[config.mk]
export PLATFORM = sky130hd
export DESIGN_NAME = hazard_unit
export DESIGN_NICKNAME = d
export VERILOG_FILES = /design/src/rtl/hazard_unit.sv
export SDC_FILE = /design/constraint.sdc
export NUM_CORES = 1
export LEC_CHECK = 0
export BUFFER_PORTS_ARGS = -buffer_cell sky130_fd_sc_hd__buf_2
export CAP_MARGIN = 10
export CORE_ASPECT_RATIO = 0.6
export CORE_UTILIZATION = 45
export CTS_CLUSTER_SIZE = 12
export DETAILED_ROUTE_END_ITERATION = 16
export PLACE_DENSITY = 0.75
export RECOVER_POWER = 100
export SYNTH_ARGS = -nofsm -noshare
export SYNTH_HDL_FRONTEND = slang
export SYNTH_SLANG_ARGS = --single-unit
[constraint.sdc]
create_clock -name clk -period 1.9 [get_ports clk]
set_clock_uncertainty 0.1 [all_clocks]
set_input_delay 0.095 -clock clk [delete_from_list [all_inputs] [get_ports clk]]
set_output_delay 0.095 -clock clk [all_outputs]
set_load 0.1 [all_outputs]
[src/rtl/hazard_unit.sv]
`default_nettype none
// ============================================================================
// Module      : hazard_unit
// Description : Pipeline control for the 16-bit, 8-register, five-stage core.
//               Decides stall/flush per pipeline register each cycle, selects
//               Execute operand forwarding, freezes the whole pipeline while
//               data memory is busy, and traps a memory timeout into a sticky
//               error state that only reset clears.
// Ports       : clk, rst                      clock / async active-high reset
//               rs*_d, uses_rs*_d             Decode source registers + usage
//               rs*_e                         Execute source registers
//               wb_*, write_reg_*             destination / write enable per stage
//               load_ex, load_mem             load in Execute / Memory
//               branch_taken_ex, jump_d       control-flow redirects
//               mem_busy                      data memory not ready
//               stall_f/d/e/m, flush_d/e      pipeline register control
//               fwd_a, fwd_b                  00 regfile, 01 Mem ALU, 10 Writeback
//               state, mem_error              00 RUN, 01 MEM_WAIT, 10 ERROR
//               stall_cycles, flush_events    saturating performance counters
// Revision    : 1.0 - initial release
// ============================================================================
module hazard_unit #(
    parameter int TIMEOUT = 64,
    parameter int CNT_W   = 16
) (
    input  logic             clk,
    input  logic             rst,
    input  logic [2:0]       rs1_d,
    input  logic [2:0]       rs2_d,
    input  logic             uses_rs1_d,
    input  logic             uses_rs2_d,
    input  logic [2:0]       rs1_e,
    input  logic [2:0]       rs2_e,
    input  logic [2:0]       wb_ex,
    input  logic [2:0]       wb_mem,
    input  logic [2:0]       wb_wb,
    input  logic             write_reg_ex,
    input  logic             write_reg_mem,
    input  logic             write_reg_wb,
    input  logic             load_ex,
    input  logic             load_mem,
    input  logic             branch_taken_ex,
    input  logic             jump_d,
    input  logic             mem_busy,
    output logic             stall_f,
    output logic             stall_d,
    output logic             stall_e,
    output logic             stall_m,
    output logic             flush_d,
    output logic             flush_e,
    output logic [1:0]       fwd_a,
    output logic [1:0]       fwd_b,
    output logic [1:0]       state,
    output logic             mem_error,
    output logic [CNT_W-1:0] stall_cycles,
    output logic [CNT_W-1:0] flush_events
);

    typedef enum logic [1:0] {
        ST_RUN      = 2'b00,
        ST_MEM_WAIT = 2'b01,
        ST_ERROR    = 2'b10
    } state_t;

    // wait_cnt counts busy cycles already spent; the RUN cycle that first
    // saw mem_busy counts as 1, so TIMEOUT-1 in MEM_WAIT is the last one.
    localparam logic [7:0]       c_WAIT_LIMIT = 8'(TIMEOUT - 1);
    localparam logic [CNT_W-1:0] c_CNT_ONE    = {{(CNT_W-1){1'b0}}, 1'b1};

    state_t           r_state;
    logic [7:0]       r_waitCnt;
    logic             r_memError;
    logic [CNT_W-1:0] r_stallCycles;
    logic [CNT_W-1:0] r_flushEvents;

    logic             w_loadUse;
    logic             w_holdAll;
    logic             w_stallF;
    logic             w_stallD;
    logic             w_stallE;
    logic             w_stallM;
    logic             w_flushD;
    logic             w_flushE;
    logic [1:0]       w_fwdA;
    logic [1:0]       w_fwdB;

    // Memory-stage ALU result wins over Writeback; a load in Memory has no
    // data yet, so it must fall through to the older Writeback value.
    function automatic logic [1:0] fwdSel(input logic [2:0] src,
                                          input logic       wrMem,
                                          input logic [2:0] dstMem,
                                          input logic       ldMem,
                                          input logic       wrWb,
                                          input logic [2:0] dstWb);
        logic [1:0] sel;
        sel = 2'b00;
        if (wrMem && (dstMem != 3'd0) && (dstMem == src) && !ldMem) begin
            sel = 2'b01;
        end else if (wrWb && (dstWb != 3'd0) && (dstWb == src)) begin
            sel = 2'b10;
        end
        return sel;
    endfunction

    always_comb begin
        w_loadUse = load_ex && write_reg_ex && (wb_ex != 3'd0) &&
                    ((uses_rs1_d && (rs1_d == wb_ex)) ||
                     (uses_rs2_d && (rs2_d == wb_ex)));
        // Error freezes everything; otherwise a busy memory freezes the
        // pipeline in either RUN or MEM_WAIT. MEM_WAIT without busy falls
        // through to the RUN rules in the same cycle (zero-cycle release).
        w_holdAll = (r_state == ST_ERROR) || mem_busy;

        w_stallF = 1'b0;
        w_stallD = 1'b0;
        w_stallE = 1'b0;
        w_stallM = 1'b0;
        w_flushD = 1'b0;
        w_flushE = 1'b0;
        w_fwdA   = 2'b00;
        w_fwdB   = 2'b00;

        if (!rst) begin
            w_fwdA = fwdSel(rs1_e, write_reg_mem, wb_mem, load_mem, write_reg_wb, wb_wb);
            w_fwdB = fwdSel(rs2_e, write_reg_mem, wb_mem, load_mem, write_reg_wb, wb_wb);

            if (w_holdAll) begin
                w_stallF = 1'b1;
                w_stallD = 1'b1;
                w_stallE = 1'b1;
                w_stallM = 1'b1;
            end else if (branch_taken_ex) begin
                // Decode holds a wrong-path instruction, so its load-use or
                // jump is irrelevant.
                w_flushD = 1'b1;
                w_flushE = 1'b1;
            end else if (w_loadUse) begin
                w_stallF = 1'b1;
                w_stallD = 1'b1;
                w_flushE = 1'b1;
            end else if (jump_d) begin
                w_flushD = 1'b1;
            end
        end
    end

    always_ff @(posedge clk or posedge rst) begin
        if (rst) begin
            r_state       <= ST_RUN;
            r_waitCnt     <= 8'd0;
            r_memError    <= 1'b0;
            r_stallCycles <= '0;
            r_flushEvents <= '0;
        end else begin
            case (r_state)
                ST_RUN: begin
                    if (mem_busy) begin
                        r_waitCnt <= 8'd1;
                        r_state   <= ST_MEM_WAIT;
                    end
                end
                ST_MEM_WAIT: begin
                    if (mem_busy) begin
                        if (r_waitCnt == c_WAIT_LIMIT) begin
                            r_state    <= ST_ERROR;
                            r_memError <= 1'b1;
                        end else begin
                            r_waitCnt <= r_waitCnt + 8'd1;
                        end
                    end else begin
                        r_state <= ST_RUN;
                    end
                end
                ST_ERROR: begin
                    r_state <= ST_ERROR;
                end
                default: begin
                    r_state <= ST_RUN;
                end
            endcase

            // Counters freeze once trapped so they reflect pre-error activity.
            if (r_state != ST_ERROR) begin
                if (w_stallF && (r_stallCycles != '1)) begin
                    r_stallCycles <= r_stallCycles + c_CNT_ONE;
                end
                if ((w_flushD || w_flushE) && (r_flushEvents != '1)) begin
                    r_flushEvents <= r_flushEvents + c_CNT_ONE;
                end
            end
        end
    end

    assign stall_f      = w_stallF;
    assign stall_d      = w_stallD;
    assign stall_e      = w_stallE;
    assign stall_m      = w_stallM;
    assign flush_d      = w_flushD;
    assign flush_e      = w_flushE;
    assign fwd_a        = w_fwdA;
    assign fwd_b        = w_fwdB;
    assign state        = r_state;
    assign mem_error    = r_memError;
    assign stall_cycles = r_stallCycles;
    assign flush_events = r_flushEvents;

endmodule
`default_nettype wire

# Word-level counts from Yosys, hierarchy flattened
# Index checks and enable logic that the tools add are counted.
# W data, S select, Z words.
[totals] reg_bits=43 in_bits=33
[op_classes] n_addsub=3 n_eq_ne=16 mux=28 reduce_logical=29
[op_table] op="$add A16 B1 Y16 const B" count=2
[op_table] op="$ne A16 B16 Y1 const B" count=2
[op_table] op="$mux W8" count=3
[op_table] op="$eq A3 B3 Y1" count=6
[op_table] op="$mux W2" count=9
[op_table] op="$pmux W8 S2" count=1
[op_table] op="$logic_and A1 B1 Y1" count=15
[op_table] op="$mux W1" count=14
[op_table] op="$reduce_bool A3 Y1" count=3
[op_table] op="$add A8 B1 Y8 const B" count=1
[op_table] op="$eq A8 B6 Y1 const B" count=1
[op_table] op="$ne A2 B2 Y1 const B" count=4
[op_table] op="$pmux W2 S3" count=1
[op_table] op="$reduce_and A2 Y1" count=3
[op_table] op="$reduce_and A4 Y1" count=1
[op_table] op="$logic_or A1 B1 Y1" count=3
[op_table] op="$ne A3 B3 Y1 const B" count=1
[op_table] op="$reduce_and A3 Y1" count=1
[op_table] op="$eq A2 B1 Y1 const B" count=1
[op_table] op="$eq A2 B2 Y1 const B" count=1
[op_table] op="$logic_not A2 Y1" count=1
[op_table] op="$reduce_bool A2 Y1" count=1
[op_table] op="$logic_not A1 Y1" count=1

# Logic depth before layout (Yosys ltp)
# Gate-level depths: netlist of run 1.
[logic_depth] depth_word=11 mapped_depth=8 depth_no_buf=7

# Worst setup path before layout of run 1
# Ideal clock, no wire load.
[synth_timing] path_type="input to output" start="input rst" end="output fwd_a[1]" arrival_time_ns=3.687 slack_ns=-1.982 stages=3 path_cell_list="inv_1 > o311ai_0 > nor3b_1"
[synth_between] elab_chain_len=1
[synth_rtl] item="from (decl)" line="27" rtl="input logic rst,"
[synth_rtl] item="$mux W2" line="123" rtl="if (!rst) begin"
[synth_rtl] item="to (decl)" line="51" rtl="output logic [1:0] fwd_a,"
# Every way passes these cells.

# Worst setup path in the final report of run 1
[layout_timing] start="register r_flushEvents[0] (netlist: flush_events[0])" end="register r_flushEvents[9] (netlist: flush_events[9])"
[layout_between] elab_chain_len=3
[layout_rtl] item="from (decl)" line="74" rtl="logic [CNT_W-1:0] r_flushEvents;"
[layout_rtl] item="from (signal assigned)" line="188" rtl="r_flushEvents <= r_flushEvents + c_CNT_ONE;"
[layout_rtl] item="branches (longest 3 deep; another with $add A16 B1 Y16)"
# Parallel ways; which one is timed is not known.
# A chain may end at the register's enable or synchronous reset.

==> results by group, run 1 <==
Global routing
  • Global route total overflow: 0
  • Vias in the first global route: about 2000
  • Initial antenna violation count: 0
  • Largest net degree at the start of global routing: 44
  • First-pass GRT wire length: 9.61 mm
  • Total track usage: 23.4%

Setup path
  • Worst path bufs/invs: 2
  • Slowest stage delay, CP: 0.49 ns
  • Worst path slowest cell: dfrtp_4
  • CP startpoint kind: flip-flop
  • Flop2flop setup slack: 0.01 ns
  • Crit. End Element: flip-flop
  • Critical Path Stages: 9
  • CP Capture Point: flush_events[9]
  • Reg2Reg Depth: 9
  • Worst Setup SP: flush_events[0]
  • Most used cell, CP: o31a_1
  • Worst-path cell chain: ha_4 > and3_4 > nand3_2 > o31a_1 > o31a_1 > buf_12 > buf_4 > nand2_4 > xnor2_2
  • Critical path data arrival time: between 1.5 and 2 ns
  • Delay-heaviest family, CP: flip-flops
  • Worst R2R Start: flush_events[0]
  • WS Path Type: reg2reg
  • Worst R2R End: flush_events[9]
  • CP Data Required Time: between 1.5 and 2 ns
  • Critical path fanouts, max: 8

Route
  • DRT Pass-1 Iters: 4
  • Vias: about 2100
  • Post-route ant nets: 0
  • DRC viols: 0
  • DRT iter0 DRCs: between 100 and 150
  • WL/cell: 16.0 um
  • Vias per cell: 5.26
  • Total wire length: 6.51 mm

STA
  • RSZ-0062 raised after global routing: true
  • # setup viols final: 0
  • FMAX: between 0.5 and 0.6 GHz
  • Worst Tran Pin Value: 1.09 ns
  • Relative slew margins: 27.0%
  • Final setup margin: between 0.01 and 0.015 ns
  • Final Max Tran Viols: 0
  • Final critical-path share of the clock period: 99.3%
  • Hold Vio Cnt, Final: 0
  • Tmin final: 1.89 ns

CTS
  • Clock buffer depth: 2
  • H-tree Lvls: 2
  • CTS sink count: 43
  • Clock Latency Late Sink: 0.30 ns
  • TritonCTS clock tree: yes
  • Hold Buf Count CTS: 0
  • Clock transition at path regs: roughly 0.080 ns
  • Num CTS Buffers: 5
  • Root Buffer: clkbuf_8

Pwr
  • PD cells: ~1000 nW/um^2
  • Max IR drop VDD: 1.11 mV
  • Static Leak: 1.65 nW

Place
  • Routability cong.: 0.766
  • Buffers on Ports: 77
  • DP Worst Slack: -0.0773 ns
  • Placed inst area: 3260 um^2
  • DP HPWL: 4.43 mm

Logic synthesis
  • Syn nets: 263
  • Post-synthesis sequential area ratio: 45.9%
  • Post-synth cell types: 33
  • Synthesized cell area: 2350 um^2
  • Synthesized instance count: 227
  • Yosys warns: 0
  • Post-Syn Area per Cell: roughly 10 um^2
  • Yosys reg bits: 43

Die
  • Die W: 95.2 um
  • Starting Density: 49.1%
  • I/O pin count: roughly 80
  • Core box area: 4780 um^2
  • Die H: just under 60 um
  • Row count: 19
  • DIE AREA: roughly 5500 um^2

Run status
  • Status: complete, no violations

Cells and area
  • Number of antenna diodes: 0
  • Fillers: roughly 350
  • Post-route cell area: 3560 um^2
  • Layout area overhead: 51.8%
  • # nets final: 379
  • Fraction of layout cells with a size suffix above 1: 57.6%

Worst hold path
  • Hold WC Path Type: in2reg

Job
  • Max Cap Violations: 0
[worst min path at each step]
stage / startpoint / to / slack [ns] / depth (start not counted)
finish: mem_busy / mem_error / 0.13 / 3
global route: mem_busy / mem_error / 0.17 / 3
CTS: rst / r_waitCnt[3] / 0.02 / 3
detailed placement: rst / stall_cycles[15] / 0.34 / 3
global placement: rst / stall_cycles[15] / 0.34 / 3
floorplan: rst / flush_events[0] / 0.008 / 1
[cell type report]
| class | instances | area [um^2] | area share [%] |
|---|---|---|---|
| tap | 63 | 78.8 | 2.21 |
| inverter | 5 | 20.0 | 0.562 |
| multi-input combinational | 174 | 1480 | 41.4 |
| clock inverter | 1 | 5.00 | 0.140 |
| clock buffer | 7 | 76.3 | 2.14 |
| sequential | 43 | 1140 | 31.9 |
| timing repair buffer | 114 | 771 | 21.6 |
[worst register-to-register path, stage by stage, from the launching register on]
cell and delay, ns:
dfrtp_4 0.49, ha_4 0.17, and3_4 0.18, nand3_2 0.07
o31a_1 0.11, o31a_1 0.21, buf_12 0.15, buf_4 0.11
nand2_4 0.04, xnor2_2 0.13
[registers in the layout, summed over array words and instances, names as in the netlist]
signal        count
flush_events     16
stall_cycles     16
r_waitCnt         8
state             2
mem_error         1
[metal layers]
metal | track usage (%) | up-vias | part of all wire [%]
met4 | 6.49 | 0 | 0.75
met1 | 32.7 | 1051 | 47
met2 | 37.2 | 65 | 46
met5 | 0 | - | 0
met3 | 4.86 | 7 | 6.0
li1 | - | 1019 | -
[timing repair]
item                       in CTS  in global routing
setup endpoints to repair       1                 25
buffers inserted                5                  3
resized for setup               5                 23
pin swaps                       4                 13
cloned                          1                  1
[power breakdown]
part           switching (W)  internal [W]  leakage (nW)
registers           0.000155       0.00110         0.520
logic                0.00138      0.000499          1.09
clock network       0.000313      0.000258        0.0422
[Yosys cell counts]
cell / n / area (um^2)
a2111oi_4: 1 / 27.5
nor4_1: 3 / 18.8
nand3_1: 15 / 75.1
or2_2: 1 / 6.26
mux2_1: 2 / 22.5
o21ai_0: 2 / 10.0
ha_1: 3 / 37.5
nand3b_1: 1 / 7.51
nor3_2: 6 / 60.1
o311ai_0: 1 / 8.76
nor2_1: 15 / 56.3
dfrtp_1: 43 / 1080
o21bai_1: 1 / 7.51
a21oi_1: 1 / 5.00
buf_2: 2 / 10.0
nand2b_1: 2 / 12.5
nor3b_1: 3 / 22.5
o31a_1: 3 / 26.3
and4_1: 3 / 26.3
o21a_1: 3 / 22.5
xor2_1: 19 / 166
nor2b_1: 2 / 12.5
nand2_1: 19 / 71.3
nand4_1: 13 / 81.3
buf_4: 2 / 15.0
inv_1: 5 / 18.8
buf_6: 1 / 11.3
nor3_1: 5 / 25.0
o311ai_1: 1 / 8.76
and3_1: 12 / 75.1
a31oi_1: 1 / 6.26
xnor2_1: 35 / 307
o21ai_2: 1 / 8.76
[metrics by stage]
stage | hold slack (ns) | utilization, % | TNS, ns | instances | power [W]
after floorplan | 0.00754 | - | -8.15 | 227 | 0.00257
final | 0.127 | 74.5 | 0 | 407 | 0.00370
after CTS | 0.0182 | 71.6 | -0.00784 | 404 | 0.00363
after detailed placement | 0.335 | 68.1 | -0.240 | 390 | 0.00303
after global routing | 0.166 | 74.5 | -0.523 | 407 | 0.00386
after global placement | 0.338 | 68.1 | 0 | 390 | 0.00300
[cell usage in the layout (no fill, tap or decap), types with 6 or more instances in the layout]
cell type / Yosys / layout
dfrtp_1: 43 / 13
xor2_1: 19 / 19
and3_1: 12 / 10
nor3_2: 6 / 8
buf_12: 0 / 6
nand4_1: 13 / 13
nand2_1: 19 / 12
nor2_1: 15 / 10
xnor2_1: 35 / 32
buf_2: 2 / 56
buf_4: 2 / 31
dfrtp_4: 0 / 9
nand3_1: 15 / 10
clkbuf_2: 0 / 18
dfrtp_2: 0 / 21
[logic make-up after synthesis]
group           Yosys count  synth area share (%)
compound gates           15                  5.60
xor+xnor                 54                  20.2
fa+ha+maj                 3                  1.60
buf+inv                  10                  2.35
flops                    43                  45.9
mux                       2                 0.960
simple gates            100                  23.5
(Power assumes the default switching activity.)
==> run 2, diff against run 1 <==
--- a/config.mk
+++ b/config.mk
@@ -8,10 +8,10 @@
 export BUFFER_PORTS_ARGS = -buffer_cell sky130_fd_sc_hd__buf_2
 export CAP_MARGIN = 10
 export CORE_ASPECT_RATIO = 0.6
-export CORE_UTILIZATION = 45
+export CORE_UTILIZATION = 41
 export CTS_CLUSTER_SIZE = 12
 export DETAILED_ROUTE_END_ITERATION = 16
-export PLACE_DENSITY = 0.75
+export PLACE_DENSITY = 0.7
 export RECOVER_POWER = 100
 export SYNTH_ARGS = -nofsm -noshare
 export SYNTH_HDL_FRONTEND = slang
==> constraint.sdc (replaced) <==
create_clock -name clk -period 1.9 [get_ports clk]
set_clock_uncertainty 0.1 [all_clocks]
set_input_delay 0.285 -clock clk [delete_from_list [all_inputs] [get_ports clk]]
set_output_delay 0.285 -clock clk [all_outputs]
set_load 0.1 [all_outputs]
==> results by group, run 2 (same netlist as run 1, synthesis figures left out) <==
STA
  • Hold Vio Cnt, Final: 0 (unchanged)
  • RSZ-0062 raised after global routing: true
  • Worst Tran Pin Value: 1.10 ns (+0.00256 ns)
  • Final critical-path share of the clock period: 105% (+5.7 points)
  • # setup viols final: 6 (+6)
  • Tmin final: 2.00 ns (+0.109 ns)
  • Final Max Tran Viols: 0 (unchanged)
  • FMAX: 0.501 GHz (-5.4%)
  • Final setup margin: -0.0957 ns (-0.109 ns)
  • Total negative setup slack: -0.280 ns (-0.280 ns)
  • Relative slew margins: 26.8% (-0.17 points)

Die
  • Die H: 60.6 um (+4.6%)
  • DIE AREA: 6040 um^2 (+9.5%)
  • I/O pin count: 78 (unchanged)
  • Row count: 20 (+1)
  • Starting Density: 44.4% (-4.7 points)
  • Core box area: 5280 um^2 (+11%)
  • Die W: 99.7 um (+4.7%)

CTS
  • Clock buffer depth: 2 (unchanged)
  • Hold Buf Count CTS: 0 (unchanged)
  • Num CTS Buffers: 5 (unchanged)
  • H-tree Lvls: 2 (unchanged)
  • CTS sink count: 43 (unchanged)
  • Root Buffer: clkbuf_8
  • Clock transition at path regs: 0.07 ns (about the same)
  • Clock Latency Late Sink: 0.30 ns (about the same)
  • TritonCTS clock tree: yes

Setup path
  • Critical path fanouts, max: 3 (-5)
  • Worst R2R Start: r_waitCnt[3]
  • Flop2flop setup slack: -0.01 ns (-0.02 ns)
  • CP startpoint kind: primary input
  • Critical path data arrival time: 1.61 ns (-0.36 ns)
  • WS Path Type: in2out
  • CP Data Required Time: 1.51 ns (-0.47 ns)
  • Reg2Reg Depth: 7 (-2)
  • CP Capture Point: stall_f
  • Crit. End Element: output port
  • Worst Setup SP: rs1_d[2]
  • Worst R2R End: r_waitCnt[4]

Route
  • DRT iter0 DRCs: 92 (-20%)
  • Total wire length: 6.80 mm (+4.4%)
  • DRC viols: 0 (unchanged)
  • Vias: 2202 (+2.8%)
  • WL/cell: 16.0 um (+0.25%)
  • DRT Pass-1 Iters: 4 (unchanged)
  • Post-route ant nets: 0 (unchanged)
  • Vias per cell: 5.19 (-1.3%)

Worst hold path
  • Hold WC Path Type: in2reg
  • Hold Path Cell Cnt: 3 (unchanged)
  • Min-Delay Startpoint: mem_busy

Cells and area
  • Final core utilization: 72.8% (-1.7 points)
  • Fraction of layout cells with a size suffix above 1: 55.9% (-1.7 points)
  • Multi-input gate area in the final layout: 1530 um^2 (+3.6%)
  • Number of antenna diodes: 0 (unchanged)
  • Commonest non-fill, non-tap cells in the layout: clkbuf_2 (37), xnor2_1 (29), buf_4 (27), buf_2 (22), xor2_1 (19)
  • Commonest non-fill, non-tap cell in the layout: clkbuf_2
  • Finished Layout Cells: 424 (+4.2%)
  • Fillers: 379 (+7.7%)
  • Layout area overhead: 63.9%
  • # nets final: 382 (+0.79%)
  • Post-route cell area: 3850 um^2 (+8.0%)
  • Reg area: 1140 um^2 (+0.44%)

Pwr
  • Static Leak: 1.79 nW (+8.6%)
  • PD cells: 1040 nW/um^2 (+0.57%)
  • Max IR drop VDD: 2.19 mV (+97%)
  • Power, Total: 0.00402 W (+8.6%)

Global routing
  • Total track usage: 21.9% (-1.5 points)
  • First-pass GRT wire length: 10.1 mm (+5.0%)
  • Vias in the first global route: 2053 (-0.29%)
  • Initial antenna violation count: 0 (unchanged)
  • Largest net degree at the start of global routing: 44 (unchanged)
  • Global route total overflow: 0 (unchanged)

Run status
  • Failing checks: negative setup slack
  • Status: finished, violations left

Job
  • Max Cap Violations: 0 (unchanged)

Place
  • Placed instance count: 397 (+1.8%)
  • DP HPWL: 4.42 mm (-0.20%)
  • Placed inst area: 3280 um^2 (+0.73%)
  • Buffers on Ports: 77 (unchanged)
  • Routability cong.: 0.771 (+0.67%)
run 2: timing repair:
item,CTS,global route
endpoints found under the hold margin,0,0
pin swaps,7,24
setup buffers,7,10
gates resized for setup,22,40
setup endpoints to repair,16,31
gates cloned,0,2
run 2: metrics by stage:
stage,worst slack [ns],hold slack (ns)
4_1_cts,-0.0912,0.267
3_3_place_gp,-0.147,0.364
5_1_grt,-0.183,0.342
2_1_floorplan,-0.560,0.198
3_5_place_dp,-0.287,0.365
6_report,-0.0957,0.308
run 2: power breakdown:
part	total (W)	internal (W)	switching, W
registers	0.00125	0.00110	0.000152
logic	0.00193	0.000519	0.00141
clock network	0.000844	0.000526	0.000318
total	0.00402	0.00214	0.00188
run 2: worst min-delay path by stage:
stage | to | slack [ns]
after global routing | mem_error | 0.34
final | mem_error | 0.31
after detailed placement | mem_error | 0.37
after global placement | mem_error | 0.36
after CTS | mem_error | 0.27
after floorplan | flush_events[0] | 0.20
run 2: area by class of cell:
cell class                      instances  area share, %
Tap cell                               77           2.50
Clock inverter                          2           1.56
Sequential cell                        43           29.7
Multi-Input combinational cell        174           39.7
Clock buffer                            6           1.89
Inverter                                5          0.520
Timing Repair Buffer                  117           24.1
run 2: worst max-delay path, stage by stage:
cell and delay [ns]:
buf_6 0.10, xnor2_2 0.17, nand4_1 0.23, a2111oi_4 0.42, or2_4 0.23, buf_12 0.18
run 2: layer usage:
layer	global-route usage, %	vias to the layer above	wire [um]
met5	0	-	0
met4	4.20	0	72
met3	3.92	11	312
met2	37.2	76	3280
met1	30.2	1084	3140
li1	-	1031	-
==> run 3, diff against run 2 <==
--- a/config.mk
+++ b/config.mk
@@ -7,7 +7,7 @@
 export LEC_CHECK = 0
 export BUFFER_PORTS_ARGS = -buffer_cell sky130_fd_sc_hd__buf_2
 export CAP_MARGIN = 10
-export CORE_ASPECT_RATIO = 0.6
+export CORE_ASPECT_RATIO = 0.75
 export CORE_UTILIZATION = 41
 export CTS_CLUSTER_SIZE = 12
 export DETAILED_ROUTE_END_ITERATION = 16
==> results by group, run 3 (same netlist as run 1, synthesis figures left out) <==
Worst hold path
  • Min-Delay Startpoint: mem_busy
  • Hold Crit Endpoint: mem_error
  • Hold WC Path Type: in2reg
  • Hold Path Cell Cnt: 3 (unchanged)

Global routing
  • Initial antenna violation count: 0 (unchanged)
  • Largest net degree at the start of global routing: 44 (unchanged)
  • Total track usage: 20.0% (-1.9 points)
  • Vias in the first global route: 1933 (-5.8%)
  • First-pass GRT wire length: 9.16 mm (-9.3%)
  • Global route total overflow: 0 (unchanged)

Pwr
  • PD cells: 988 nW/um^2 (-5.3%)
  • Power, Total: 0.00367 W (-8.5%)
  • Max IR drop VDD: 1.01 mV (-54%)
  • Static Leak: 1.66 nW (-7.6%)

STA
  • Total negative setup slack: -0.171 ns (+0.109 ns)
  • Worst Tran Pin Value: 1.05 ns (-0.0484 ns)
  • Final critical-path share of the clock period: 103% (-2.2 points)
  • Tmin final: 1.95 ns (-0.0424 ns)
  • RSZ-0062 raised after global routing: true
  • Final Max Tran Viols: 0 (unchanged)
  • # setup viols final: 7 (+1)
  • Relative slew margins: 30.1% (+3.2 points)
  • Final setup margin: -0.0534 ns (+0.0424 ns)
  • Hold Vio Cnt, Final: 0 (unchanged)
  • FMAX: 0.512 GHz (+2.2%)

Die
  • Die W: 89.3 um (-10%)
  • Die H: 67.5 um (+11%)
  • DIE AREA: 6030 um^2 (-0.11%)
  • Row count: 23 (+15%)
  • I/O pin count: 78 (unchanged)
  • Starting Density: 43.1% (-1.3 points)
  • Core box area: 5440 um^2 (+3.0%)

Setup path
  • Worst-path cell chain: ha_4 > and3_4 > nand3_2 > o31a_1 > o31a_1 > buf_6 > mux2_4
  • Crit. End Element: flip-flop
  • Flop2flop setup slack: -0.05 ns (-0.04 ns)
  • Worst R2R End: flush_events[1]
  • Worst R2R Start: flush_events[1]
  • Reg2Reg Depth: 7 (unchanged)
  • Critical path fanouts, max: 5 (+2)
  • Most used cell, CP: o31a_1
  • Slowest stage delay, CP: 0.44 ns (+0.02 ns)
  • Worst path slowest cell: dfrtp_4
  • Critical path data arrival time: 2.03 ns (+0.42 ns)
  • WS Path Type: reg2reg
  • CP Data Required Time: 1.98 ns (+0.47 ns)
  • CP startpoint kind: flip-flop

Place
  • DP HPWL: 4.27 mm (-3.4%)
  • Placed instance count: 398 (+0.25%)
  • Routability cong.: 0.797 (+3.4%)
  • DP Worst Slack: -0.196 ns (+0.0906 ns)
  • Buffers on Ports: 77 (unchanged)

Cells and area
  • Number of antenna diodes: 0 (unchanged)
  • Final core utilization: 68.3% (-4.5 points)
  • Finished Layout Cells: 417 (-1.7%)
  • Layout area overhead: 58.4%
  • Commonest non-fill, non-tap cells in the layout: clkbuf_2 (36), xnor2_1 (29), buf_4 (27), buf_2 (23)
  • Fraction of layout cells with a size suffix above 1: 55.6% (-0.35 points)
  • Fillers: 410 (+8.2%)
  • Commonest non-fill, non-tap cell in the layout: clkbuf_2
  • # nets final: 378 (-1.0%)

CTS
  • CTS sink count: 43 (unchanged)
  • Num CTS Buffers: 5 (unchanged)
  • Root Buffer: clkbuf_8
  • TritonCTS clock tree: yes
  • Clock Latency Late Sink: 0.29 ns (about the same)
  • H-tree Lvls: 2 (unchanged)
  • Clock buffer depth: 2 (unchanged)
  • Clock transition at path regs: 0.08 ns (about the same)

Route
  • DRT iter0 DRCs: 88 (-4.3%)
  • Vias: 2104 (-4.5%)
  • Post-route ant nets: 0 (unchanged)
  • Vias per cell: 5.05 (-2.8%)
  • Total wire length: 6.08 mm (-11%)
  • DRT Pass-1 Iters: 4 (unchanged)
  • DRC viols: 0 (unchanged)
  • WL/cell: 14.6 um (-9.1%)

Run status
  • Status: finished, violations left
  • Failing checks: negative setup slack

Job
  • Max Cap Violations: 0 (unchanged)
run 3: changes by cell type in the layout (fill, tap and decap cells not counted), sizes merged:
cell / previous run / this run
bufinv: 2 / 0
dlygate4sd2: 1 / 0
clkinv: 0 / 1
clkbuf: 46 / 44
buf: 76 / 75
run 3: worst max-delay path, delay by kind of cell, from the launching register on:
family	cells	cell delay, ns
compound gates	2	0.45
simple gates	2	0.27
buf+inv	1	0.16
mux	1	0.29
fa+ha+maj	1	0.13
flops	1	0.44
run 3: metal layers:
metal	vias up	wire, um	track usage [%]
li1	1020	-	-
met1	1022	2880	27.7
met2	52	2910	31.2
met3	10	210	4.52
met4	0	78	5.95
met5	-	0	0
run 3: cell type report:
| type | instances | area [um^2] | share of cell area, % |
|---|---|---|---|
| Tap cell | 75 | 93.8 | 2.53 |
| Clock buffer | 6 | 82.6 | 2.22 |
| Timing Repair Buffer | 113 | 883 | 23.8 |
| Sequential cell | 43 | 1140 | 30.7 |
| Clock inverter | 1 | 5.00 | 0.135 |
| Multi-Input combinational cell | 174 | 1490 | 40.1 |
| Inverter | 5 | 20.0 | 0.539 |
run 3: worst max path at each step:
stage	end	depth (start not counted)	start
after floorplan	stall_f	5	state[1]
after global placement	stall_cycles[15]	8	wb_ex[0]
after detailed placement	stall_cycles[15]	8	wb_ex[0]
after CTS	stall_f	6	rs1_d[2]
after global routing	flush_events[1]	7	flush_events[1]
final	flush_events[1]	7	flush_events[1]
run 3: power breakdown:
| part | internal, W | leakage, nW | switching (W) | total [W] |
|---|---|---|---|---|
| clock | 0.000286 | 0.0470 | 0.000302 | 0.000587 |
| combinational | 0.000484 | 1.09 | 0.00136 | 0.00184 |
| sequential | 0.00110 | 0.522 | 0.000150 | 0.00125 |
| total | 0.00186 | 1.66 | 0.00181 | 0.00367 |
run 3: through the flow:
| step | area, um^2 | hold WS, ns |
|---|---|---|
| floorplan | 2510 | 0.198 |
| global placement | 3290 | 0.367 |
| detailed placement | 3290 | 0.371 |
| CTS | 3480 | 0.270 |
| global route | 3720 | 0.305 |
| finish | 3720 | 0.287 |
run 3: repair_timing:
action	4_1_cts	5_1_grt
gates resized for setup	19	31
hold buffers	0	0
setup endpoints to repair	5	26
endpoints found under the hold margin	0	0
pin swaps	8	20
buffers inserted	2	9
cloned	0	1
